<file path="src/rtl/branch_resolve_predict_pkg.sv">
// Shared encodings for EX branch resolution and the branch history table.
// Optional BRANCH_STATS_EN adds resolution/mispredict counters to the top.
package branch_resolve_predict_pkg;

   localparam logic [2:0] F3_BEQ  = 3'b000;
   localparam logic [2:0] F3_BNE  = 3'b001;
   localparam logic [2:0] F3_BLT  = 3'b100;
   localparam logic [2:0] F3_BGE  = 3'b101;
   localparam logic [2:0] F3_BLTU = 3'b110;
   localparam logic [2:0] F3_BGEU = 3'b111;

   typedef enum logic [1:0] {
      SNT = 2'b00,
      WNT = 2'b01,
      WT  = 2'b10,
      ST  = 2'b11
   } ctr_t;

   typedef enum logic {
      RUN   = 1'b0,
      FLUSH = 1'b1
   } state_t;

   function automatic logic [1:0] ctr_step(
      input logic [1:0] c,
      input logic       taken
   );
      logic [1:0] r;
      r = c;
      if (taken) begin
         if (c != ST) r = c + 2'd1;
      end else begin
         if (c != SNT) r = c - 2'd1;
      end
      return r;
   endfunction

endpackage

</file>
<file path="src/rtl/branch_resolve_predict_bht.sv">
// Direct-mapped table of 2-bit saturating counters.
// One combinational read port (IF), one read-modify-write port (EX).
module branch_bht
   import branch_resolve_predict_pkg::*;
#(
   parameter int         BHT_DEPTH = 64,
   parameter logic [1:0] CTR_INIT  = 2'b01,
   localparam int        IDX_W     = $clog2(BHT_DEPTH)
) (
   input  logic             clk,
   input  logic             rst_n,
   input  logic [IDX_W-1:0] rd_idx,
   output logic [1:0]       rd_ctr,
   input  logic             upd_en,
   input  logic [IDX_W-1:0] upd_idx,
   input  logic             upd_taken
);

   logic [1:0] ctr_q [BHT_DEPTH];

   // Read sees the registered table only: no same-cycle bypass.
   assign rd_ctr = ctr_q[rd_idx];

   always_ff @(posedge clk) begin
      if (!rst_n) begin
         for (int i = 0; i < BHT_DEPTH; i++) begin
            ctr_q[i] <= CTR_INIT;
         end
      end else if (upd_en) begin
         ctr_q[upd_idx] <= ctr_step(ctr_q[upd_idx], upd_taken);
      end
   end

endmodule

</file>
<file path="src/rtl/branch_resolve_predict.sv">
// EX branch resolution, BHT prediction for IF, redirect and flush sequencing.
// Define BRANCH_STATS_EN to add stat_branches / stat_mispredicts outputs.
module branch_resolve_predict
   import branch_resolve_predict_pkg::*;
#(
   parameter int         PC_WIDTH     = 32,
   parameter int         BHT_DEPTH    = 64,
   parameter int         FLUSH_CYCLES = 2,
   parameter logic [1:0] CTR_INIT     = 2'b01
) (
   input  logic                clk,
   input  logic                rst_n,
   input  logic [PC_WIDTH-1:0] if_pc,
   output logic                if_predict_taken,
   input  logic                ex_branch,
   input  logic [2:0]          ex_funct3,
   input  logic                ex_zero,
   input  logic                ex_greater_than,
   input  logic                ex_greater_than_u,
   input  logic [PC_WIDTH-1:0] ex_pc,
   input  logic [PC_WIDTH-1:0] ex_target,
   input  logic                ex_predicted_taken,
   output logic                switch_branch,
   output logic                mispredict,
   output logic                flush,
   output logic                redirect_valid,
   output logic [PC_WIDTH-1:0] redirect_pc
`ifdef BRANCH_STATS_EN
   ,
   output logic [31:0]         stat_branches,
   output logic [31:0]         stat_mispredicts
`endif
);

   localparam int IDX_W = $clog2(BHT_DEPTH);
   localparam int CNT_W = (FLUSH_CYCLES > 1) ? $clog2(FLUSH_CYCLES) : 1;

   state_t     state_q, state_d;
   logic [CNT_W-1:0] cnt_q, cnt_d;
   logic       is_br, taken, resolve;
   logic [1:0] rd_ctr;
   logic       unused_pc_bits;

   assign unused_pc_bits = ^if_pc;

   always_comb begin
      is_br = 1'b1;
      taken = 1'b0;
      unique case (1'b1)
         (ex_funct3 == F3_BEQ):  taken = ex_zero;
         (ex_funct3 == F3_BNE):  taken = !ex_zero;
         (ex_funct3 == F3_BLT):  taken = !ex_greater_than;
         (ex_funct3 == F3_BGE):  taken = ex_greater_than;
         (ex_funct3 == F3_BLTU): taken = !ex_greater_than_u;
         (ex_funct3 == F3_BGEU): taken = ex_greater_than_u;
         default:                is_br = 1'b0;
      endcase
   end

   // Wrong-path branches arriving during FLUSH never resolve.
   assign resolve       = ex_branch && is_br && (state_q == RUN);
   assign switch_branch = resolve && taken;
   assign mispredict    = resolve && (taken != ex_predicted_taken);

   branch_bht #(
      .BHT_DEPTH (BHT_DEPTH),
      .CTR_INIT  (CTR_INIT)
   ) u_bht (
      .clk       (clk),
      .rst_n     (rst_n),
      .rd_idx    (if_pc[IDX_W+1:2]),
      .rd_ctr    (rd_ctr),
      .upd_en    (resolve),
      .upd_idx   (ex_pc[IDX_W+1:2]),
      .upd_taken (taken)
   );

   assign if_predict_taken = rd_ctr[1];

   always_comb begin
      state_d = state_q;
      cnt_d   = cnt_q;
      unique case (state_q)
         RUN: begin
            if (mispredict) begin
               state_d = FLUSH;
               cnt_d   = CNT_W'(FLUSH_CYCLES - 1);
            end
         end
         FLUSH: begin
            if (cnt_q == '0) state_d = RUN;
            else             cnt_d   = cnt_q - 1'b1;
         end
         default: state_d = RUN;
      endcase
   end

   always_ff @(posedge clk) begin
      if (!rst_n) begin
         state_q        <= RUN;
         cnt_q          <= '0;
         flush          <= 1'b0;
         redirect_valid <= 1'b0;
         redirect_pc    <= '0;
      end else begin
         state_q        <= state_d;
         cnt_q          <= cnt_d;
         flush          <= (state_d == FLUSH);
         redirect_valid <= mispredict;
         if (mispredict) begin
            redirect_pc <= taken ? ex_target : ex_pc + PC_WIDTH'(4);
         end
      end
   end

`ifdef BRANCH_STATS_EN
   always_ff @(posedge clk) begin
      if (!rst_n) begin
         stat_branches    <= '0;
         stat_mispredicts <= '0;
      end else begin
         if (resolve)    stat_branches    <= stat_branches + 32'd1;
         if (mispredict) stat_mispredicts <= stat_mispredicts + 32'd1;
      end
   end
`endif

endmodule

</file>
<file path="config.mk">
export PLATFORM = sky130hd
export DESIGN_NAME = branch_resolve_predict
export DESIGN_NICKNAME = d
export VERILOG_FILES = /design/src/rtl/branch_resolve_predict_pkg.sv /design/src/rtl/branch_resolve_predict_bht.sv /design/src/rtl/branch_resolve_predict.sv
export SDC_FILE = /design/constraint.sdc
export NUM_CORES = 1
export LEC_CHECK = 0
export CORE_MARGIN = 10
export CORE_UTILIZATION = 29
export CTS_CLUSTER_DIAMETER = 100
export DETAILED_ROUTE_END_ITERATION = 10
export PLACE_DENSITY = 0.53
export SYNTH_ARGS = -nofsm -noshare
export SYNTH_HDL_FRONTEND = slang
export SYNTH_SLANG_ARGS = --single-unit
</file>
<file path="constraint.sdc">
create_clock -name clk -period 4.9 [get_ports clk]
set_clock_uncertainty 0.2 [all_clocks]
set_input_delay 0.98 -clock clk [delete_from_list [all_inputs] [get_ports clk]]
set_output_delay 0.98 -clock clk [all_outputs]
set_load 0.03 [all_outputs]
</file>
==> impl_metrics.csv <==
group,metric,value,unit
drt,drt_iter0_drc,514,
floorplan,coreArea,30670,um^2
timing,tightestPinTransition,897.0,ps
logic_synthesis,synth_top_flop_cell,"edfxtp_1",
clock_network,htree_levels,4,
timing,max_slew_margin,40.20,%
grt,use_met3,5.618,%
grt,top_usage_layer,"met2",
grt,grt_max_degree,77,
drt,vias_per_cell,5.327,
logic_synthesis,synth_most_common_cell,"edfxtp_1",
logic_synthesis,synth.net_count,985,
timing,post-route-min-period,4533,ps
clock_network,root_buffer,"clkbuf_16",
logic_synthesis,netlist_area,9035,um^2
power,internal_power,0.002533,W
place,dp_hpwl,19630,um
clock_network,cts_hold_buf,0,
power,p_comb_share,17.2,%
timing,finalSetupViolCount,0,
power,seqPwrFrac,43.7,%
setup_path,max_stage_delay,840,ps
layout,area_growth,24.12,%
timing,fin_tns_setup,0,ps
setup_path,path_cells,"clkdlybuf4s50_1 -> buf_4 -> mux4_2 -> mux4_2 -> mux2i_1 -> a21oi_1 -> buf_4",
drt,drc_errors,0,
place,gp_congestion,0.8161,
clock_network,clockBufferDepth,2,
floorplan,dieHeight,196.5,um
logic_synthesis,yosys.area.top_type,"edfxtp_1",
clock_network,cts_buffers,17,
timing,holdWs,251.3,ps
setup_path,cp-start-kind,"primary input",
logic_synthesis,syn-instance-count,878,
timing,rsz0062_at_grt,"no",
layout,postLayoutCellArea,11210,um^2
power,p_clk_share,39.0,%
setup_path,end_kind,"primary output",
clock_network,insertion_delay,450,ps
timing,hold_violations,0,
floorplan,io_pins,143,
timing,fmax,220.6,MHz
logic_synthesis,synth.area.top_cells,"edfxtp_1 (43%), dfxtp_1 (7.8%), mux2i_1 (7.2%), mux4_2 (5.7%), nand2_1 (4.7%)",
setup_path,cp_max_fo,9,
drt,drt_wl_total,28840,um
setup_path,cpMaxStageDelayCell,"clkdlybuf4s50_1",
drt,num_vias,7351,
logic_synthesis,synth-edff-count,128,
logic_synthesis,synthDistinctLibCells,48,
grt,grtUsageMet2,22.79,%
setup_path,crit_family,"buffers and inverters",
timing,final_max_slew_viol_count,0,
logic_synthesis,synthTopCellsByCount,"edfxtp_1 (128), nand2_1 (113), nand3_1 (84)",
grt,grtUsageTotal,14.78,%
logic_synthesis,synth_seq_area_share,50.30,%
power,p_sw_share,28.97,%
power,p_leak,3.612,nW
logic_synthesis,synthArstFlopShare,0,%
power,p_per_area,317.9,nW/um^2
power,p_sw,0.001033,W
grt,grt-ovfl-total,0,
drt,ant_nets,0,
place,place_area,10620,um^2
logic_synthesis,netlist.area_leader.share,42.54,%
worst_hold_path,hold_class,"flop to flop",
floorplan,die_x,196.5,um
power,peakVddDrop,0.2500,mV
logic_synthesis,ys_ff_latch,163,
setup_path,worstSetupPathType,"primary input to primary output",
drt,wl_per_cell,20.90,um
setup_path,crit_required,3720,ps
place,io_buffers,116,
run_status,outcome,"complete, no violations",
setup_path,worst-path-buf-inv,3,
clock_network,clk_pin_slew,70,ps
timing,setup_ws,367.4,ps
grt,grt_pass1_vias,7553,
layout,drive_above_1_share,11.38,%
clock_network,cts_tree,"yes",
layout,antenna_cells,0,
run,drv_cap,0,
grt,antenna_found_initial,2,
floorplan,fp-row-count,64,
place,place_ws,396.7,ps
grt,grt_util_met1,19.09,%
floorplan,initial_core_util,29.46,%
floorplan,dieArea,38610,um^2
timing,fin_crit_sh,92.50,%
logic_synthesis,syn_avg_cell_area,10.29,um^2
clock_network,post_cts_resized,0,
grt,grt_pass1_wl,44210,um
clock_network,clock_sinks,163,
drt,dr.pass1.iters,5,
logic_synthesis,ys_warn_count,0,
layout,fillers,3074,
layout,fin_nets,1078,
clock_network,post-cts-setup-buffers,0,
setup_path,cp.arrival,3350,ps
area by class of cell:
class	instances	area, um^2	share of cell area [%]
clock buffer	17	425.4	3.793
inverter	3	11.26	0.1004
timing repair buffer	159	1509	13.46
sequential	163	4544	40.52
clock inverter	15	172.7	1.540
multi-input combinational	627	4056	36.17
tap	396	495.5	4.418
power groups by stage:
stage               Combinational (W)  Clock, W  Sequential (W)
floorplan                    0.000332         0         0.00162
finish                       0.000615   0.00139         0.00156
global route                 0.000661   0.00146         0.00156
CTS                          0.000617   0.00141         0.00156
global placement             0.000613         0         0.00159
detailed placement           0.000615         0         0.00159
cell usage in the layout (no fill, tap or decap), drive strengths merged, types with 3 or more instances in the layout:
cell	count
a21oi	25
a22oi	33
a311oi	3
and2	7
and3	9
buf	47
clkbuf	17
clkdlybuf4s50	112
clkinv	7
dfxtp	35
edfxtp	128
inv	8
mux2i	65
mux4	23
nand2	113
nand2b	4
nand3	84
nand3b	3
nand4	12
nor2	63
nor2b	4
nor3	52
o211ai	16
o21ai	54
o22ai	3
xnor2	15
xor2	17
flip-flops by register name, indices dropped and copies added, names as in the netlist:
| signal | count |
|---|---|
| u_bht.ctr_q | 128 |
| redirect_pc | 32 |
| cnt_q | 1 |
| redirect_valid | 1 |
| state_q | 1 |
through the flow:
stage | std cells | utilization (%) | power [W]
6_report | 1380 | 36.57 | 0.003565
5_1_grt | 1380 | 36.57 | 0.003683
4_1_cts | 1380 | 36.57 | 0.003583
3_5_place_dp | 1348 | 34.62 | 0.002203
3_3_place_gp | 1348 | 34.62 | 0.002201
2_1_floorplan | 878 | - | 0.001954
logic make-up after synthesis:
group | count (synthesis) | share of synthesized area (%)
AOI/OAI and AO/OA | 143 | 9.777
xor gates and xnor gates | 32 | 3.102
adders and majority gates | 3 | 0.3877
buffers and inverters | 88 | 4.875
DFF | 163 | 50.30
muxes | 88 | 12.93
and+or+nand+nor | 361 | 18.63
worst paths after layout:
path / from / end / slack [ps] / cells past startpoint
min: redirect_pc[24] / redirect_pc[24] / 250 / 2
max reg2reg: state_q / u_bht.ctr_q[36][1] / 2110 / 5
max: if_pc[3] / if_predict_taken / 370 / 7
min reg2reg: redirect_pc[24] / redirect_pc[24] / 250 / 2
worst min-delay path, cell delays in order, from the launching register on:
cell and delay, ps:
dfxtp_1 310, nand2_1 50, a21oi_1 50
layer usage:
| layer | wire length, um | vias to the layer above |
|---|---|---|
| li1 | - | 3445 |
| met1 | 12370 | 3544 |
| met2 | 13110 | 330 |
| met3 | 2945 | 30 |
| met4 | 411 | 2 |
| met5 | 9 | - |
No activity file was read; power rests on OpenSTA's default activity.
